--- src/rtl/fir_seq.sv ---
// fir_seq: sequencer in front of the bit-serial symmetric FIR core.
// Serialises coefficient words MSB-first onto the core's load pins. Feeds one
// sample per start pulse, times the core's fixed compute window, and then
// presents the captured result on a valid/ready output port.
//
// Handshake rules for both streams: a transfer happens on a rising clk edge
// where valid and ready are both 1. s_ready and m_valid depend only on
// registered state. The one exception is that s_ready is also cleared while
// coeff_wr is high, so a coefficient write wins a same-cycle collision. A
// producer that holds m_valid keeps m_data stable until the transfer.
module fir_seq #(
    parameter int BITS = 8,
    parameter int TAPS = 4
) (
    input  logic            clk,
    input  logic            rst_n,
    input  logic            coeff_wr,
    input  logic [BITS-1:0] coeff_data,
    output logic            coeff_busy,
    input  logic            s_valid,
    output logic            s_ready,
    input  logic [BITS-1:0] s_data,
    output logic            fir_start,
    output logic [BITS-1:0] fir_x,
    output logic            fir_coeff_load,
    output logic            fir_coeff_bit,
    input  logic [BITS-1:0] fir_y,
    output logic            m_valid,
    input  logic            m_ready,
    output logic [BITS-1:0] m_data
);

    // Core compute cycles per sample.
    localparam int N  = BITS * (TAPS / 2);
    localparam int CW = $clog2(N + 1);
    localparam int BW = $clog2(BITS);

    typedef enum logic [2:0] {
        IDLE,
        LOAD,
        START,
        RUN,
        HOLD
    } state_e;

    state_e          state_q, state_d;
    logic [BITS-1:0] shreg_q, shreg_d;
    logic [BW-1:0]   bit_cnt_q, bit_cnt_d;
    logic [CW-1:0]   cyc_cnt_q, cyc_cnt_d;
    logic            fir_start_q, fir_start_d;
    logic [BITS-1:0] fir_x_q, fir_x_d;
    logic            fir_coeff_load_q, fir_coeff_load_d;
    logic            fir_coeff_bit_q, fir_coeff_bit_d;
    logic            m_valid_q, m_valid_d;
    logic [BITS-1:0] m_data_q, m_data_d;
    logic            s_ready_w;

    // Ready/busy flags come from state and result registers only. A coeff_wr
    // that arrives in the same cycle withdraws s_ready so the coefficient wins.
    always_comb begin
        s_ready_w  = (state_q == IDLE) && !m_valid_q && !coeff_wr;
        coeff_busy = (state_q != IDLE) || m_valid_q;
    end

    // Next-state logic and next values for every registered core/result output.
    always_comb begin
        state_d          = state_q;
        shreg_d          = shreg_q;
        bit_cnt_d        = bit_cnt_q;
        cyc_cnt_d        = cyc_cnt_q;
        fir_start_d      = 1'b0;
        fir_x_d          = fir_x_q;
        fir_coeff_load_d = 1'b0;
        fir_coeff_bit_d  = 1'b0;
        m_valid_d        = m_valid_q;
        m_data_d         = m_data_q;
        case (state_q)
            IDLE: begin
                if (coeff_wr && !m_valid_q) begin
                    // The MSB goes straight onto the core pins. The shift
                    // register keeps the remaining bits, aligned to its MSB.
                    fir_coeff_load_d = 1'b1;
                    fir_coeff_bit_d  = coeff_data[BITS-1];
                    shreg_d          = {coeff_data[BITS-2:0], 1'b0};
                    bit_cnt_d        = '0;
                    state_d          = LOAD;
                end else if (s_valid && s_ready_w) begin
                    fir_x_d     = s_data;
                    fir_start_d = 1'b1;
                    state_d     = START;
                end
            end
            LOAD: begin
                if (bit_cnt_q == BW'(BITS - 1)) begin
                    state_d = IDLE;
                end else begin
                    bit_cnt_d        = bit_cnt_q + BW'(1);
                    fir_coeff_load_d = 1'b1;
                    fir_coeff_bit_d  = shreg_q[BITS-1];
                    shreg_d          = {shreg_q[BITS-2:0], 1'b0};
                end
            end
            START: begin
                cyc_cnt_d = '0;
                state_d   = RUN;
            end
            RUN: begin
                // At cyc_cnt == N the core has had its full window, so y is final.
                if (cyc_cnt_q == CW'(N)) begin
                    m_data_d  = fir_y;
                    m_valid_d = 1'b1;
                    state_d   = HOLD;
                end else begin
                    cyc_cnt_d = cyc_cnt_q + CW'(1);
                end
            end
            HOLD: begin
                if (m_ready) begin
                    m_valid_d = 1'b0;
                    state_d   = IDLE;
                end
            end
            default: begin
                state_d = IDLE;
            end
        endcase
    end

    // State and output registers. Reset aborts any operation and drops a pending result.
    always_ff @(posedge clk) begin
        if (!rst_n) begin
            state_q          <= IDLE;
            shreg_q          <= '0;
            bit_cnt_q        <= '0;
            cyc_cnt_q        <= '0;
            fir_start_q      <= 1'b0;
            fir_x_q          <= '0;
            fir_coeff_load_q <= 1'b0;
            fir_coeff_bit_q  <= 1'b0;
            m_valid_q        <= 1'b0;
            m_data_q         <= '0;
        end else begin
            state_q          <= state_d;
            shreg_q          <= shreg_d;
            bit_cnt_q        <= bit_cnt_d;
            cyc_cnt_q        <= cyc_cnt_d;
            fir_start_q      <= fir_start_d;
            fir_x_q          <= fir_x_d;
            fir_coeff_load_q <= fir_coeff_load_d;
            fir_coeff_bit_q  <= fir_coeff_bit_d;
            m_valid_q        <= m_valid_d;
            m_data_q         <= m_data_d;
        end
    end

    assign s_ready        = s_ready_w;
    assign fir_start      = fir_start_q;
    assign fir_x          = fir_x_q;
    assign fir_coeff_load = fir_coeff_load_q;
    assign fir_coeff_bit  = fir_coeff_bit_q;
    assign m_valid        = m_valid_q;
    assign m_data         = m_data_q;

endmodule

--- config.mk ---
export PLATFORM = sky130hd
export DESIGN_NAME = fir_seq
export DESIGN_NICKNAME = d
export VERILOG_FILES = /design/src/rtl/fir_seq.sv
export SDC_FILE = /design/constraint.sdc
export NUM_CORES = 1
export LEC_CHECK = 0
export ABC_AREA = 1
export BUFFER_PORTS_ARGS = -buffer_cell sky130_fd_sc_hd__buf_2
export CAP_MARGIN = 0
export CORE_UTILIZATION = 45
export CTS_BUF_LIST = sky130_fd_sc_hd__clkbuf_16
export DETAILED_ROUTE_END_ITERATION = 8
export PLACE_DENSITY = 0.76
export SYNTH_ARGS = -nofsm -noshare
export SYNTH_HDL_FRONTEND = slang
export SYNTH_SLANG_ARGS = --single-unit
export TNS_END_PERCENT = 5
--- constraint.sdc ---
create_clock -name clk -period 1.45 [get_ports clk]
set_input_delay 0.2175 -clock clk [delete_from_list [all_inputs] [get_ports clk]]
set_output_delay 0.2175 -clock clk [all_outputs]
set_load 0.02 [all_outputs]
==> flow_summary_export.csv <==
group,metric,value,unit
status,status,"finished with violations",
status,violations,"negative setup slack",
timing,timing.final.max_slew_violations,0,
cts,clock-sinks,38,
cts,clk-insertion-delay-late,0.28,ns
route,routed_wl,3.964,mm
synth,async_flop_share,0,%
synth,yosys.area.top_type,"dfxtp_1",
placement,portBuffers,50,
floorplan,core_area,0.003416,mm²
global_route,grt_max_degree,28,
finish,n_antenna_cell,0,
cts,cts_tree,"done",
timing,hold_viol,0,
timing,rsz0062_at_grt,"yes",
synth,syn_area_per_cell,7.319,µm²
run,drv_cap,0,
synth,syn-num-nets,259,
timing,setup_viol_count_final,3,
timing,min_period,1.462,ns
synth,syn-cell-area,0.001654,mm²
synth,yosys_warnings,0,
cts,clockRootBuffer,"clkbuf_16",
global_route,track_usage,20.47,%
placement,dp_hpwl,2.600,mm
finish,area_growth,40.17,%
synth,synthCells,226,
global_route,grt_pass1_wl,6.403,mm
placement,placed_area,0.002026,mm²
cts,clockBufferDepth,2,
critical_path,cp.arrival,1.63,ns
finish,fin_area,0.002318,mm²
floorplan,rows,21,
timing,max_freq,0.6841,GHz
synth,yosys-top-cells-area,"dfxtp_1 (46%), nor2_1 (13%), nand2_1 (7.5%)",
cts,cts_buffers,5,
global_route,first_global_vias,1517,
critical_path,r2r_start,"bit_cnt_q[0]",
finish,drive_gt1_share,36.12,%
pwr,seq_power_share,34.3,%
pwr,p_leak,0.001184,µW
synth,yosysTopAreaCellShare,45.99,%
route,drc,0,
global_route,antenna_found_initial,0,
critical_path,crit_fanout,8,
critical_path,rrSetupSlack,-0.01,ns
synth,synth_edf_count,0,
global_route,grt_overflow,0,
synth,ys_types,23,
timing,worst_pin_slew,0.3658,ns
timing,setup_slack,-0.01182,ns
synth,synthFlopType,"dfxtp_1",
synth,ys_seq_area_share,45.99,%
critical_path,cp-startpoint,"bit_cnt_q[0]",
timing,slew_headroom,75.58,%
pwr,internal-power,2594,µW
critical_path,cp_data_required_time,1.62,ns
pwr,peakVddDrop,1.056,mV
critical_path,endpoint_kind,"register",
hold_path,hp-start,"s_data[2]",
floorplan,die_area,0.003922,mm²
cts,path_clk_slew,0.05,ns
cts,hold_buffers,0,
pwr,p_clk_share,24.4,%
floorplan,die-height,62.63,µm
pwr,p_per_area,1781,mW/mm²
critical_path,criticalPathCategory,"register to register",
synth,post-synth-top-count-cell,"nor2_1",
timing,skew,0.004153,ns
route,dr.pass1.iters,4,
finish,nNetsFinal,331,
placement,preCtsSetupSlack,-0.001863,ns
route,ant_nets,0,
placement,gp_congestion,0.7391,
synth,ys_ff_latch,38,
route,wl_per_cell,11.49,µm
route,vias,1695,
pwr,p_comb_share,41.3,%
critical_path,cp-start-kind,"register",
route,vias_per_cell,4.913,
floorplan,dieWidth,62.63,µm
timing,period_share,100.8,%
cts,htree_levels,2,
hold_path,hp-class,"input port to register",
floorplan,io_pins,51,
floorplan,start_util,48.42,%
synth,synth_common_cells,"nor2_1 (56), dfxtp_1 (38), nand2_1 (33)",
pwr,switching_power,1536,µW
pwr,switching_share,37.20,%
route,initialDrtViolationCount,60,
==> worst paths after layout <==
check	to	cells past startpoint
worst max-delay path	bit_cnt_q[2]	8
worst min-delay path	fir_x[2]	3
worst max register to register	bit_cnt_q[2]	8
worst min register to register	shreg_q[6]	2
==> per-layer routing <==
metal / vias up / GRT usage (%) / wire length, µm
li1: 872 / - / -
met1: 771 / 25.45 / 1785
met2: 41 / 33.70 / 1929
met5: - / 0 / 0
met3: 11 / 5.474 / 182
met4: 0 / 7.558 / 67
==> placed cells by master, fill, tap and decap left out, types with 3 or more instances in the layout <==
| master | Yosys | routed |
|---|---|---|
| nand3_1 | 12 | 12 |
| nand2_1 | 33 | 32 |
| buf_2 | 0 | 50 |
| nor2_2 | 2 | 4 |
| clkbuf_16 | 0 | 5 |
| o21ai_2 | 0 | 5 |
| ha_1 | 4 | 3 |
| dfxtp_1 | 38 | 34 |
| dfxtp_2 | 0 | 4 |
| o21ai_1 | 4 | 5 |
| nor2_1 | 56 | 52 |
| nor2_4 | 3 | 6 |
| buf_4 | 0 | 15 |
| nand2_2 | 2 | 3 |
| o21ai_0 | 24 | 18 |
| inv_1 | 16 | 17 |
| inv_2 | 6 | 3 |
| a21oi_1 | 12 | 10 |
| buf_6 | 1 | 4 |
==> kinds of logic (layout without fill, tap and decap cells) <==
| kind of cell | after synthesis | after routing | synth area share (%) |
|---|---|---|---|
| AND/OR/NAND/NOR | 112 | 113 | 29.80 |
| XOR/XNOR | 1 | 1 | 0.5296 |
| flip-flops | 38 | 38 | 45.99 |
| buffers and inverters | 27 | 99 | 6.581 |
| adder cells (fa/ha/maj) | 4 | 4 | 3.026 |
| AO/OA/AOI/OAI | 44 | 44 | 14.07 |
==> power by group through the flow <==
| stage | sequential [µW] | clock [µW] | combinational, µW |
|---|---|---|---|
| 2_1_floorplan | 1450 | 0 | 874 |
| 3_3_place_gp | 1400 | 0 | 1340 |
| 3_5_place_dp | 1400 | 0 | 1360 |
| 4_1_cts | 1380 | 1020 | 1400 |
| 5_1_grt | 1440 | 1070 | 1910 |
| 6_report | 1420 | 1010 | 1710 |
==> critical path, stage by stage, from the launching register on <==
cell	delay (ns)
dfxtp_2	0.35
ha_4	0.13
ha_1	0.13
nand3b_1	0.16
inv_2	0.07
nor2_4	0.23
inv_4	0.09
o21ai_1	0.14
nor2_1	0.06
==> final cells by class <==
type	count	area [µm²]
Fill cell	289	1097
Clock buffer	5	125.1
Multi-Input combinational cell	162	857.1
Clock inverter	3	12.51
Timing Repair Buffer	69	407.9
Tap cell	46	57.56
Sequential cell	38	765.7
Inverter	22	92.59
==> timing repair <==
| action | in CTS | in global routing |
|---|---|---|
| cloned | 0 | 1 |
| endpoints found under the setup margin | 4 | 28 |
| pin swaps | 1 | 6 |
| setup buffers | 1 | 6 |
| gates resized for setup | 3 | 33 |
==> registers in the layout (all words and copies together), names as in the netlist <==
name	cells
shreg_q	7
cyc_cnt_q	5
fir_start	1
m_valid	1
state_q	3
fir_coeff_load	1
m_data	8
fir_coeff_bit	1
fir_x	8
bit_cnt_q	3
==> through the flow <==
stage	cells	total power, µW	TNS [ns]	utilization, %	hold WS [ns]
floorplan	226	2328	0	-	0.3524
global placement	329	2737	0	59.30	0.4381
detailed placement	329	2760	-0.001863	59.30	0.4457
CTS	338	3811	-0.002861	63.81	0.1603
global route	345	4419	-1.361	67.88	0.1742
finish	345	4130	-0.02281	67.88	0.1597
(Power assumes the default switching activity.)
